===== config.mk =====
export PLATFORM = sky130hd
export DESIGN_NAME = iecdrv_rom_sched
export DESIGN_NICKNAME = d
export VERILOG_FILES = /design/src/rtl/iecdrv_pkg.sv /design/src/rtl/iecdrv_tag_pipe.sv /design/src/rtl/iecdrv_rom_sched.sv
export SDC_FILE = /design/constraint.sdc
export NUM_CORES = 1
export LEC_CHECK = 0
export ABC_AREA = 0
export BUFFER_PORTS_ARGS = -buffer_cell sky130_fd_sc_hd__buf_2
export CAP_MARGIN = 20
export CORE_MARGIN = 5
export CORE_UTILIZATION = 30
export CTS_CLUSTER_DIAMETER = 200
export CTS_CLUSTER_SIZE = 24
export DETAILED_ROUTE_END_ITERATION = 10
export PLACE_DENSITY = 0.57
export SYNTH_ARGS = -nofsm -noshare
export SYNTH_HDL_FRONTEND = slang
export SYNTH_SLANG_ARGS = --single-unit
export TNS_END_PERCENT = 5

===== constraint.sdc =====
create_clock -name clk_i -period 1.8 [get_ports clk_i]
set_input_delay 0.09 -clock clk_i [delete_from_list [all_inputs] [get_ports clk_i]]
set_output_delay 0.09 -clock clk_i [all_outputs]
set_load 0.005 [all_outputs]

===== src/rtl/iecdrv_pkg.sv =====
// iecdrv_pkg: shared types, FSM states and ROM size masking for the drive-ROM scheduler
package iecdrv_pkg;

    localparam int MAX_DRIVES = 4;
    localparam int ROM_AW     = 15;
    localparam int ROM_DW     = 8;

    typedef logic [ROM_AW-1:0] rom_addr_t;
    typedef logic [ROM_DW-1:0] rom_data_t;

    typedef enum logic [1:0] {IDLE, ISSUE, DRAIN} state_e;

    // Bit14 only survives for a 32K image; bit13 survives for 16K/32K images
    // or when the standard 16K ROM is selected. Low 8K always passes through.
    function automatic rom_addr_t rom_mask(input rom_addr_t a, input logic [1:0] sz, input logic std);
        return {a[14] & sz[1], a[13] & (sz[0] | std), a[12:0]};
    endfunction

endpackage


===== src/rtl/iecdrv_tag_pipe.sv =====
// iecdrv_tag_pipe: LAT-deep shift register carrying {valid, slot} alongside ROM reads
//   clk_i/reset_i      : clock, synchronous active-high reset
//   valid_i/slot_i     : tag entering with each issued read
//   valid_o/slot_o     : tag leaving when the matching ROM data is on mem_q
//   busy_o             : any read still in flight
module iecdrv_tag_pipe #(
    parameter int LAT = 1,
    parameter int SW  = 1
) (
    input  logic          clk_i,
    input  logic          reset_i,
    input  logic          valid_i,
    input  logic [SW-1:0] slot_i,
    output logic          valid_o,
    output logic [SW-1:0] slot_o,
    output logic          busy_o
);

    logic [LAT-1:0] valid_q;
    logic [SW-1:0]  slot_q [LAT];

    always_ff @(posedge clk_i) begin
        if (reset_i) begin
            valid_q <= '0;
            for (int i = 0; i < LAT; i++) slot_q[i] <= '0;
        end else begin
            valid_q[0] <= valid_i;
            slot_q[0]  <= slot_i;
            for (int i = 1; i < LAT; i++) begin
                valid_q[i] <= valid_q[i-1];
                slot_q[i]  <= slot_q[i-1];
            end
        end
    end

    assign valid_o = valid_q[LAT-1];
    assign slot_o  = slot_q[LAT-1];
    assign busy_o  = |valid_q;

endmodule


===== src/rtl/iecdrv_rom_sched.sv =====
// iecdrv_rom_sched: time-slot scheduler sharing one drive-ROM read port among NDR drives
//   ph2_f_i            : frame-start strobe; snapshots drv_addr_i and stdrom_i
//   rom_sz_i/stdrom_i  : ROM size code {32K, >=16K} and standard-ROM select
//   drv_addr_i         : per-drive addresses, drive i at [i*AW +: AW]
//   drv_data_o/valid_o : per-drive read data (held) and one-cycle update pulses
//   mem_*              : shared ROM port (read strobe, write strobe, address, data)
//   host_*             : host loader write request / data / one-cycle ack
//   overrun_o          : sticky, ph2_f_i seen while a frame was still running
module iecdrv_rom_sched
    import iecdrv_pkg::*;
#(
    parameter int NDR    = 2,
    parameter int AW     = 15,
    parameter int DW     = 8,
    parameter int RD_LAT = 1
) (
    input  logic              clk_i,
    input  logic              reset_i,
    input  logic              ph2_f_i,
    input  logic [1:0]        rom_sz_i,
    input  logic              stdrom_i,
    input  logic [NDR*AW-1:0] drv_addr_i,
    output logic [NDR*DW-1:0] drv_data_o,
    output logic [NDR-1:0]    drv_valid_o,
    output logic [AW-1:0]     mem_addr_o,
    output logic              mem_rd_o,
    output logic              mem_we_o,
    output logic [DW-1:0]     mem_wdata_o,
    input  logic [DW-1:0]     mem_q_i,
    input  logic              host_req_i,
    input  logic [AW-1:0]     host_addr_i,
    input  logic [DW-1:0]     host_data_i,
    output logic              host_ack_o,
    output logic              overrun_o
);

    localparam int SW = (NDR > 1) ? $clog2(NDR) : 1;

    state_e            state_q, state_d;
    logic [SW-1:0]     slot_q, slot_d;
    logic [AW-1:0]     snap_q [NDR];
    logic              std_q;
    logic [NDR*DW-1:0] data_q;
    logic [NDR-1:0]    valid_q;
    logic              ack_q;
    logic              ovr_q;
    logic              start;
    logic              grant;
    logic              issue;
    logic              tag_valid;
    logic              busy;
    logic [SW-1:0]     tag_slot;

    iecdrv_tag_pipe #(
        .LAT (RD_LAT),
        .SW  (SW)
    ) u_tag_pipe (
        .clk_i   (clk_i),
        .reset_i (reset_i),
        .valid_i (issue),
        .slot_i  (slot_q),
        .valid_o (tag_valid),
        .slot_o  (tag_slot),
        .busy_o  (busy)
    );

    always_comb begin
        state_d     = state_q;
        slot_d      = slot_q;
        start       = 1'b0;
        grant       = 1'b0;
        issue       = 1'b0;
        mem_rd_o    = 1'b0;
        mem_we_o    = 1'b0;
        mem_addr_o  = '0;
        mem_wdata_o = '0;
        case (state_q)
            IDLE: begin
                // A frame start always wins over a pending host write.
                if (ph2_f_i) begin
                    start   = 1'b1;
                    slot_d  = '0;
                    state_d = ISSUE;
                end else if (host_req_i) begin
                    grant       = 1'b1;
                    mem_we_o    = 1'b1;
                    mem_addr_o  = host_addr_i;
                    mem_wdata_o = host_data_i;
                end
            end
            ISSUE: begin
                issue      = 1'b1;
                mem_rd_o   = 1'b1;
                mem_addr_o = AW'(rom_mask(rom_addr_t'(snap_q[slot_q]), rom_sz_i, std_q));
                slot_d     = slot_q + SW'(1);
                if (slot_q == SW'(NDR - 1)) state_d = DRAIN;
            end
            DRAIN: begin
                if (!busy) state_d = IDLE;
            end
            default: state_d = IDLE;
        endcase
    end

    always_ff @(posedge clk_i) begin
        if (reset_i) begin
            state_q <= IDLE;
            slot_q  <= '0;
            std_q   <= 1'b0;
            data_q  <= '0;
            valid_q <= '0;
            ack_q   <= 1'b0;
            ovr_q   <= 1'b0;
            for (int i = 0; i < NDR; i++) snap_q[i] <= '0;
        end else begin
            state_q <= state_d;
            slot_q  <= slot_d;
            ack_q   <= grant;
            valid_q <= '0;
            if (ph2_f_i && state_q != IDLE) ovr_q <= 1'b1;
            if (start) begin
                std_q <= stdrom_i;
                for (int i = 0; i < NDR; i++) snap_q[i] <= drv_addr_i[i*AW +: AW];
            end
            for (int i = 0; i < NDR; i++) begin
                if (tag_valid && tag_slot == SW'(i)) begin
                    valid_q[i]         <= 1'b1;
                    data_q[i*DW +: DW] <= mem_q_i;
                end
            end
        end
    end

    assign drv_data_o  = data_q;
    assign drv_valid_o = valid_q;
    assign host_ack_o  = ack_q;
    assign overrun_o   = ovr_q;

endmodule


# Word-level counts from Yosys, hierarchy flattened
# Memory sizes are Yosys's and may differ from the RTL's. A register that Yosys moved wholly into a read port is not among the register bits.
# Cells that the tools add are included.
# word_totals
ff_bits	25
ramBits	31
inputBits	68
out_inout_bits	45
word_cells	64
n_memories	2
# memory_table
name	words	width	read_ports	rd_ports_with_merged_regs	wr	line_no	rtl
snap_q	2	15	1	1	2	iecdrv_rom_sched.sv:41	logic [AW-1:0] snap_q [NDR];
u_tag_pipe.slot_q	1	1	1	0	1	iecdrv_tag_pipe.sv:20	logic [SW-1:0] slot_q [LAT];
# classes
addsub	1
eq_ne	5
muxes	32
n_bitwise	6
reduce_logical	9
# ops
cell	n
$mux W15	4
$pmux W15 S2	1
$mux W8	3
$mux W1	19
$mux W2	3
$ne A2 B2 Y1 const B	3
$pmux W2 S3	1
$reduce_bool A2 Y1	2
$logic_and A1 B1 Y1	3
$or A1 B1 Y1	3
$reduce_and A3 Y1	1
$and A1 B1 Y1	2
$eq A2 B1 Y1 const B	1
$eq A2 B2 Y1 const B	1
$logic_not A2 Y1	1
$pmux W1 S2	1
$reduce_and A2 Y1	1
$add A1 B1 Y1 const B	1
$not A1 Y1	1
$reduce_or A1 Y1	1

# Depth between registers and ports, before layout
# Gate-level depths: netlist of run 1.
# depth
ltp_word	6
ltp_mapped	5
mapped_depth_nobuf	4

# Hierarchy
# A second synthesis of run 1 with hierarchy kept.
# unflattened
cells_unflattened	232
hier_area_um2	2457.4
# by_module_without_submodules
mod	n_inst	cells_each	area_each_um2	seq_area_each_um2
iecdrv_rom_sched	1	227	2397.3	1401.3
iecdrv_tag_pipe	1	5	60.1	40.0

# Least setup slack after synthesis of run 1
# Ideal clock, no wire load.
# synth_path
path_kind	reg2reg
startpoint	register state_q[1]
endpoint	memory snap_q[0][0] (enable)
setup_ns	0.387
arrival_time_ns	1.184
required_ns	1.413
slack_ns	0.229
stages_incl_launch_ff	3
path_buffers	0
cell_sequence	dfxtp_1 nor2_1 a21o_1
# synth_rtl
element	line_no	rtl
from (decl)	iecdrv_rom_sched.sv:39	state_e state_q, state_d;
from (signal assigned)	iecdrv_rom_sched.sv:116	state_q <= state_d;
to (decl)	iecdrv_rom_sched.sv:41	

# Worst setup path in the final report of run 1
# layout_path
startpoint	register state_q[0]
endpoint	output port mem_addr_o[4]
# layout_between
elab_chain_cells	2
word_cells_on_any_way	3
classes_between	eq/ne: 1; mux: 1; reduce/logical: 1
# layout_rtl
element	line_no	rtl
$eq A2 B1 Y1 or $logic_not A2 Y1 (tied branches)	iecdrv_rom_sched.sv:77	case (state_q)
$pmux W15 S2 *	iecdrv_rom_sched.sv:77	
to (decl)	iecdrv_rom_sched.sv:25	output logic [AW-1:0] mem_addr_o,
# Every way passes the cells marked *; elsewhere a longest branch is shown, timed or not.

==> results.toml, run 1 <==
[die]
core.rowCount = 32
pin_count = 113
die-height_um = 99.9
initial_core_util = 0.310
dieArea_um2 = 9970
die_w_um = 99.9
core-area_um2 = 7810

[final_layout]
nNetsFinal = 420
fin_util = 0.428
n_antenna_cell = 0
drive_above_1_share = 0.389
syn2layout_area_growth_pct = 38.0
multi_input_area_um2 = 902
seqCellArea_um2 = 1440
fin_area_um2 = 3340
num-fill-cells = 779

[sta]
relSlewSlack = 0.623
finalMaxSlewViolations = 0
final_hold_viol_count = 0
period_minus_slack_ns = 1.68
final.period_utilization = 0.931
finalSetupViolations = 0
rsz0062_at_grt = "no"
fmax_mhz = 597
whs_ns = 0.0192
fin_skew_ns = 0.00767
worst_slew_pin_slew_ns = 0.564
fin_setup_tns_ns = 0

[placement]
portBuffers = 112
placed_area_um2 = 3110
gp_congestion = 0.721
dp_hpwl_um = 4330

[cts]
path_clk_slew_ns = 0.06
cts_sinks = 57
cts-htree-levels = 3
cts_made_buffers = 9
clockBufferDepth = 2
clock_latency_ns = 0.32
cts_tree = "done"
cts_root_buf = "clkbuf_8"

[routing]
firstDrtPassIters = 4
drt_iter0_markers = 103
drc = 0
vias = 2007
via_per_inst = 4.37
post_drt_wl_per_cell_um = 13.2
ant_nets = 0
drt-total-wl_um = 6060

[hold_path]
min_path_cells = 2
min_path_type = "input port to flip-flop"

[setup_path]
path_cells = "nor4b_4 > buf_4 > buf_4 > nand2_1 > o21ai_0 > buf_2"
reg2reg_depth = 3
critPathBufInv = 3
slowest_stage = "dfxtp_1"
start_kind = "flip-flop"
cp_num_cells = 6
path_common_cell = "buf_4"
endpoint_kind = "output port"
critical_path_class = "flip-flop to output port"
critPathMaxFanout = 7
critPathTopFamily = "buffers and inverters"
required_ns = 1.71
critPathMaxStageDelay_ns = 0.40
critPathArrivalTime_ns = 1.59

[logic_synthesis]
synth_cell_types = 26
synth_nets = 299
ys_top_cells_by_area = "edfxtp_1 37%, dfxtp_1 22%, and2_1 9.8%, nand2_1 6.4%, mux2i_1 6.2%"
synth_cells = 231
yosys-top-cells-count = "41 x nand2_1, 38 x and2_1, 30 x edfxtp_1, 27 x dfxtp_1, 18 x a21oi_1"
yosysTopAreaCell = "edfxtp_1"
ys.flop_type = "edfxtp_1"
yosys_warnings = 0
synth_edf_count = 30
synthMostInstantiatedCell = "nand2_1"
synth_top_area_frac = 0.372
synth.avg_cell_area_um2 = 10.5
ys_ff_latch = 57
syn_area_um2 = 2420
async_reset_ff_frac = 0
synth_seq_area_share = 0.595

[global_route]
grt_max_degree = 33
grt_pass1_vias = 1972
grt_pass1_wl_um = 9100
overflow = 0
grtUsageTotal = 0.117
grt_antenna_before_repair = 0

[pwr]
power_leakage_uw = 0.00149
p_total_uw = 2970
p_per_area_nw_per_um2 = 889
peakVddDrop_mv = 0.370

[run]
drv_cap = 0

[outcome]
status = "completed"
-- cell families (layout without fill, tap and decap cells) --
family / count (synthesis) / in the layout / share of synthesized area
DFF: 57 / 57 / 0.595
muxes: 16 / 16 / 0.0666
xor gates and xnor gates: 1 / 1 / 0.00362
AOI/OAI and AO/OA: 37 / 37 / 0.0795
buffers and inverters: 19 / 145 / 0.0362
and+or+nand+nor: 101 / 101 / 0.219
-- sequential cells by signal, indices dropped and copies added (netlist names), named ones only --
| name | count |
|---|---|
| drv_data_o | 16 |
| drv_valid_o | 2 |
| host_ack_o | 1 |
| overrun_o | 1 |
| slot_q | 1 |
| snap_q | 30 |
| state_q | 2 |
| std_q | 1 |
| u_tag_pipe.busy_o | 1 |
| u_tag_pipe.slot_q | 1 |
-- worst reg2reg max path: cells and delay by family (launching register included) --
family	cells	cell delay, ns
AO/OA/AOI/OAI	1	0.12
AND/OR/NAND/NOR	1	0.13
flip-flops	1	0.40
buffers and inverters	1	0.36
-- what timing repair did --
| item | 4_1_cts | 5_1_grt |
|---|---|---|
| hold endpoints to repair | 2 | 0 |
| endpoints found under the setup margin | 0 | 23 |
| buffers inserted | 0 | 1 |
| resized for setup | 0 | 6 |
| hold buffers | 2 | 0 |
-- metal layers --
layer	vias to the layer above	track usage	wire (µm)	share of wire
met4	0	0.0462	139	0.023
met2	60	0.193	3030	0.50
met5	-	0	0	0
met1	912	0.140	2540	0.42
met3	12	0.0382	351	0.058
li1	1023	-	-	-
-- cell usage in the layout (no fill, tap or decap), drive strengths merged, types with 8 or more instances in the layout --
cell	count
nand3	8
dfxtp	27
and2	38
buf	123
o21ai	17
nand2	41
mux2i	15
edfxtp	30
clkbuf	10
a21oi	18
-- cell type report --
cell class              count  share of cell area
flip-flops and latches     57               0.431
clock inverters             6              0.0176
repair buffers            125               0.201
well taps                 102              0.0382
inverters                   4             0.00449
multi-input cells         155               0.270
clock buffers              10              0.0382
-- power by group --
part           switching (µW)  internal [µW]
registers                34.0           1460
clock network             484            629
logic                     182            186
total                     700           2270
-- final timing paths --
| kind | from | end | slack [ns] |
|---|---|---|---|
| hold reg to reg | overrun_o$_SDFFE_PP0P_ | overrun_o$_SDFFE_PP0P_ | 0.45 |
| setup / recovery | state_q[0]$_SDFFE_PP0P_ | mem_addr_o[4] | 0.12 |
| setup reg to reg | state_q[1]$_SDFFE_PP0P_ | snap_q[1][13]$_SDFFCE_PN0P_ | 0.45 |
| hold / removal | reset_i | overrun_o$_SDFFE_PP0P_ | 0.02 |
-- through the flow --
| stage | worst slack [ns] | instances |
|---|---|---|
| detailed placement | 0.449 | 438 |
| global placement | 0.470 | 438 |
| global route | 0.0126 | 459 |
| floorplan | 0.229 | 231 |
| CTS | 0.0917 | 456 |
| finish | 0.125 | 459 |
No activity file was read; power rests on OpenSTA's default activity.
==> inputs of run 2 (changes only) <==
--- a/config.mk
+++ b/config.mk
@@ -13,7 +13,7 @@
 export CTS_CLUSTER_DIAMETER = 200
 export CTS_CLUSTER_SIZE = 24
 export DETAILED_ROUTE_END_ITERATION = 10
-export PLACE_DENSITY = 0.57
+export PLACE_DENSITY_LB_ADDON = 0.12
 export SYNTH_ARGS = -nofsm -noshare
 export SYNTH_HDL_FRONTEND = slang
 export SYNTH_SLANG_ARGS = --single-unit
==> results.toml, run 2 (synthesis gave the netlist of run 1 again) <==
[routing]
ant_nets = 0
drc = 0
via_per_inst = 4.30
drt_iter0_markers = 28
firstDrtPassIters = 4
post_drt_wl_per_cell_um = 12.7
drt-total-wl_um = 5880
vias = 1994

[die]
pin_count = 113
initial_core_util = 0.310
core-area_um2 = 7810
die-height_um = 99.9
core.rowCount = 32
die_w_um = 99.9
dieArea_um2 = 9970

[setup_path]
critPathMaxFanout = 12
endpoint_kind = "output port"
start_kind = "flip-flop"
critPathArrivalTime_ns = 1.53
ff2ff_setup_slack_ns = 0.47
critical_path_class = "flip-flop to output port"
required_ns = 1.71

[outcome]
status = "completed"

[sta]
rsz0062_at_grt = "no"
period_minus_slack_ns = 1.62
finalMaxSlewViolations = 0
final.period_utilization = 0.899
fmax_mhz = 618
relSlewSlack = 0.628
worst_slew_pin_slew_ns = 0.557
finalSetupViolations = 0
fin_skew_ns = 0.00784
fin_setup_tns_ns = 0
final_hold_viol_count = 0

[pwr]
pwr-share-clk = 0.365
combPwrFrac = 0.127
p_switching_uw = 678
p_seq_frac = 0.508
internal_power_uw = 2250
p_per_area_nw_per_um2 = 863
power_leakage_uw = 0.00152
switching_share = 0.231
peakVddDrop_mv = 0.462

[global_route]
grt_pass1_vias = 1929
overflow = 0
grt_max_degree = 33
grt_antenna_before_repair = 0
grtUsageTotal = 0.121
grt_pass1_wl_um = 9240

[final_layout]
final_common_cell = "buf_2"
syn2layout_area_growth_pct = 40.1
regMostFlops = "snap_q"
num-fill-cells = 796
layout_common_cells = "112 x buf_2, 41 x nand2_1, 38 x and2_1"
drive_above_1_share = 0.395
largest_register_ffs = 30
fin_area_um2 = 3390
n_antenna_cell = 0
nNetsFinal = 425

[hold_path]
min_path_type = "input port to flip-flop"

[cts]
cts_sinks = 57
clockBufferDepth = 2
clock_latency_ns = 0.33
cts_made_buffers = 9
path_clk_slew_ns = 0.06
cts_root_buf = "clkbuf_8"
cts-htree-levels = 3
cts_tree = "done"

[placement]
dp_hpwl_um = 4300
gp_congestion = 0.678
placed_area_um2 = 3110
portBuffers = 112

[run]
drv_cap = 0
-- run 2: timing repair --
action                                  4_1_cts  5_1_grt
hold endpoints to repair                      6        2
hold buffers                                  6        2
endpoints found under the setup margin        2        6
pin swaps                                     0        1
buffers inserted                              0        1
resized for setup                             1        3
-- run 2: power groups by stage --
stage	Combinational [µW]	Clock [µW]	Sequential [µW]
after floorplan	189	0	1510
after global placement	364	0	1520
after detailed placement	366	0	1520
after CTS	377	1110	1490
after global routing	419	1180	1500
final	372	1070	1490
-- run 2: layout make-up --
type | instances | area [µm²] | share of cell area
Sequential cell | 57 | 1440 | 0.425
Multi-Input combinational cell | 155 | 905 | 0.266
Timing Repair Buffer | 130 | 719 | 0.212
Clock buffer | 13 | 169 | 0.0498
Tap cell | 102 | 128 | 0.0376
Clock inverter | 3 | 15.0 | 0.00442
Inverter | 4 | 15.0 | 0.00442
-- run 2: per-stage QoR --
stage          setup WS, ns  total power [µW]  hold slack, ns  instances   util
2_1_floorplan         0.229              1700           0.199        231      -
3_3_place_gp          0.365              1880           0.302        439  0.399
3_5_place_dp          0.328              1880           0.298        439  0.399
4_1_cts              0.0776              2980        0.000336        461  0.430
5_1_grt              0.0334              3090         0.00701        464  0.435
6_report              0.181              2930          0.0170        464  0.435
-- run 2: critical path: stages, from the launching register on --
cell and delay, ns:
dfxtp_2 0.37, nor4b_4 0.31, buf_6 0.19, buf_4 0.12
and2_1 0.10, buf_2 0.10
-- run 2: path summary, 6_finish.rpt --
path / from / to / cells after the start
worst max-delay path: state_q[0]$_SDFFE_PP0P_ / mem_wdata_o[5] / 5
worst min-delay path: mem_q_i[1] / drv_data_o[1]$_SDFFE_PP0P_ / 3
worst max register to register: state_q[0]$_SDFFE_PP0P_ / snap_q[1][7]$_SDFFCE_PN0P_ / 3
worst min register to register: drv_data_o[1]$_SDFFE_PP0P_ / drv_data_o[1]$_SDFFE_PP0P_ / 2
-- run 2: layer usage --
layer / GRT usage / up-vias / wire length, µm
met1: 0.139 / 891 / 2410
met5: 0 / - / 0
met4: 0.0347 / 0 / 48
met3: 0.0570 / 6 / 446
met2: 0.200 / 63 / 2980
li1: - / 1034 / -
==> inputs of run 3 (changes only) <==
--- a/config.mk
+++ b/config.mk
@@ -9,10 +9,11 @@
 export BUFFER_PORTS_ARGS = -buffer_cell sky130_fd_sc_hd__buf_2
 export CAP_MARGIN = 20
 export CORE_MARGIN = 5
-export CORE_UTILIZATION = 30
+export CORE_UTILIZATION = 46
 export CTS_CLUSTER_DIAMETER = 200
 export CTS_CLUSTER_SIZE = 24
 export DETAILED_ROUTE_END_ITERATION = 10
+export MAX_ROUTING_LAYER = met4
 export PLACE_DENSITY_LB_ADDON = 0.12
 export SYNTH_ARGS = -nofsm -noshare
 export SYNTH_HDL_FRONTEND = slang
==> results.toml, run 3 (synthesis gave the netlist of run 1 again) <==
[final_layout]
num-fill-cells = 458
final_cells = 424
largest_register_ffs = 30
nNetsFinal = 417
drive_above_1_share = 0.390
regMostFlops = "snap_q"
syn2layout_area_growth_pct = 35.3
layout_common_cells = "112 x buf_2, 41 x nand2_1, 38 x and2_1"
n_antenna_cell = 0
fin_util = 0.642
final_common_cell = "buf_2"

[pwr]
switching_share = 0.225
p_per_area_nw_per_um2 = 901
p_switching_uw = 663
pwr-share-clk = 0.376
peakVddDrop_mv = 0.479
combPwrFrac = 0.120
internal_power_uw = 2290
p_seq_frac = 0.504
power_leakage_uw = 0.00148

[sta]
layout_setup_ws_ns = 0.172
relSlewSlack = 0.608
fin_skew_ns = 0.00915
final.period_utilization = 0.904
worst_slew_pin_slew_ns = 0.587
period_minus_slack_ns = 1.63
final_hold_viol_count = 0
fmax_mhz = 614
finalSetupViolations = 0
fin_setup_tns_ns = 0
whs_ns = 0.0138
rsz0062_at_grt = "no"
finalMaxSlewViolations = 0

[placement]
dp.cells = 407
portBuffers = 112
dp_hpwl_um = 3980
dpl_worst_slack_ns = 0.509
gp_congestion = 0.702

[setup_path]
critPathBufInv = 2
critPathTopFamily = "flip-flops"
required_ns = 1.71
cp_num_cells = 5
slowest_stage = "dfxtp_1"
critPathMaxFanout = 15
critPathArrivalTime_ns = 1.54
endpoint_kind = "output port"
critical_path_class = "flip-flop to output port"
reg2reg_depth = 3
path_cells = "nor4b_4 > buf_4 > nand2_1 > o21ai_0 > buf_2"
critPathMaxStageDelay_ns = 0.40
start_kind = "flip-flop"

[routing]
drt-total-wl_um = 5340
drc = 0
via_per_inst = 4.65
ant_nets = 0
drt_iter0_markers = 107
vias = 1970
firstDrtPassIters = 4
post_drt_wl_per_cell_um = 12.6

[die]
die-height_um = 82.6
pin_count = 113
core-area_um2 = 5110
dieArea_um2 = 6820
die_w_um = 82.6
core.rowCount = 26
initial_core_util = 0.474

[global_route]
grt_max_degree = 32
grt_pass1_vias = 1875
grt_antenna_before_repair = 0
overflow = 0
grtUsageTotal = 0.167
grt_pass1_wl_um = 8110

[cts]
cts_root_buf = "clkbuf_8"
cts-htree-levels = 3
cts_made_buffers = 9
cts_resized = 0
cts_sinks = 57
clock_latency_ns = 0.32
cts_tree = "done"
path_clk_slew_ns = 0.07
clockBufferDepth = 2

[run]
drv_cap = 0

[hold_path]
min_path_type = "input port to flip-flop"
min_path_cells = 3

[outcome]
status = "completed"
==> run 3: worst register-to-register path, cell delays in order (launching register included) <==
cell     delay [ns]
dfxtp_1        0.51
nor2_1         0.10
a21o_1         0.20
buf_4          0.22
==> run 3: per-layer routing <==
metal	wire, µm	GRT usage
met1	2150	0.182
met2	2710	0.287
met3	426	0.0553
met4	60	0.0539
met5	0	-
==> run 3: final timing paths <==
kind	start	end	slack (ns)
setup / recovery	state_q[1]$_SDFFE_PP0P_	mem_addr_o[0]	0.17
hold / removal	mem_q_i[7]	drv_data_o[7]$_SDFFE_PP0P_	0.01
setup reg to reg	state_q[1]$_SDFFE_PP0P_	snap_q[1][7]$_SDFFCE_PN0P_	0.51
hold reg to reg	overrun_o$_SDFFE_PP0P_	overrun_o$_SDFFE_PP0P_	0.45
==> run 3: layout make-up <==
cell class | instances | area [µm²] | share of cell area
sequential | 57 | 1440 | 0.440
timing repair buffer | 122 | 638 | 0.195
clock inverter | 2 | 10.0 | 0.00305
inverter | 4 | 15.0 | 0.00458
clock buffer | 14 | 184 | 0.0561
multi-input combinational | 155 | 902 | 0.275
tap | 70 | 87.6 | 0.0267
==> run 3: through the flow <==
step / total power, µW / cell area (µm²)
after floorplan: 1700 / 2420
after global placement: 1870 / 3070
after detailed placement: 1880 / 3070
after CTS: 2990 / 3280
after global routing: 3100 / 3280
final: 2950 / 3280
==> run 3: power groups by stage <==
stage / combinational (µW) / clock (µW) / sequential [µW]
floorplan: 189 / 0 / 1510
global placement: 355 / 0 / 1510
detailed placement: 358 / 0 / 1520
CTS: 361 / 1140 / 1490
global route: 397 / 1210 / 1500
finish: 354 / 1110 / 1490
==> run 3: repair_timing <==
action,CTS,global route
setup buffers,0,0
endpoints found under the hold margin,1,0
hold buffers,1,0
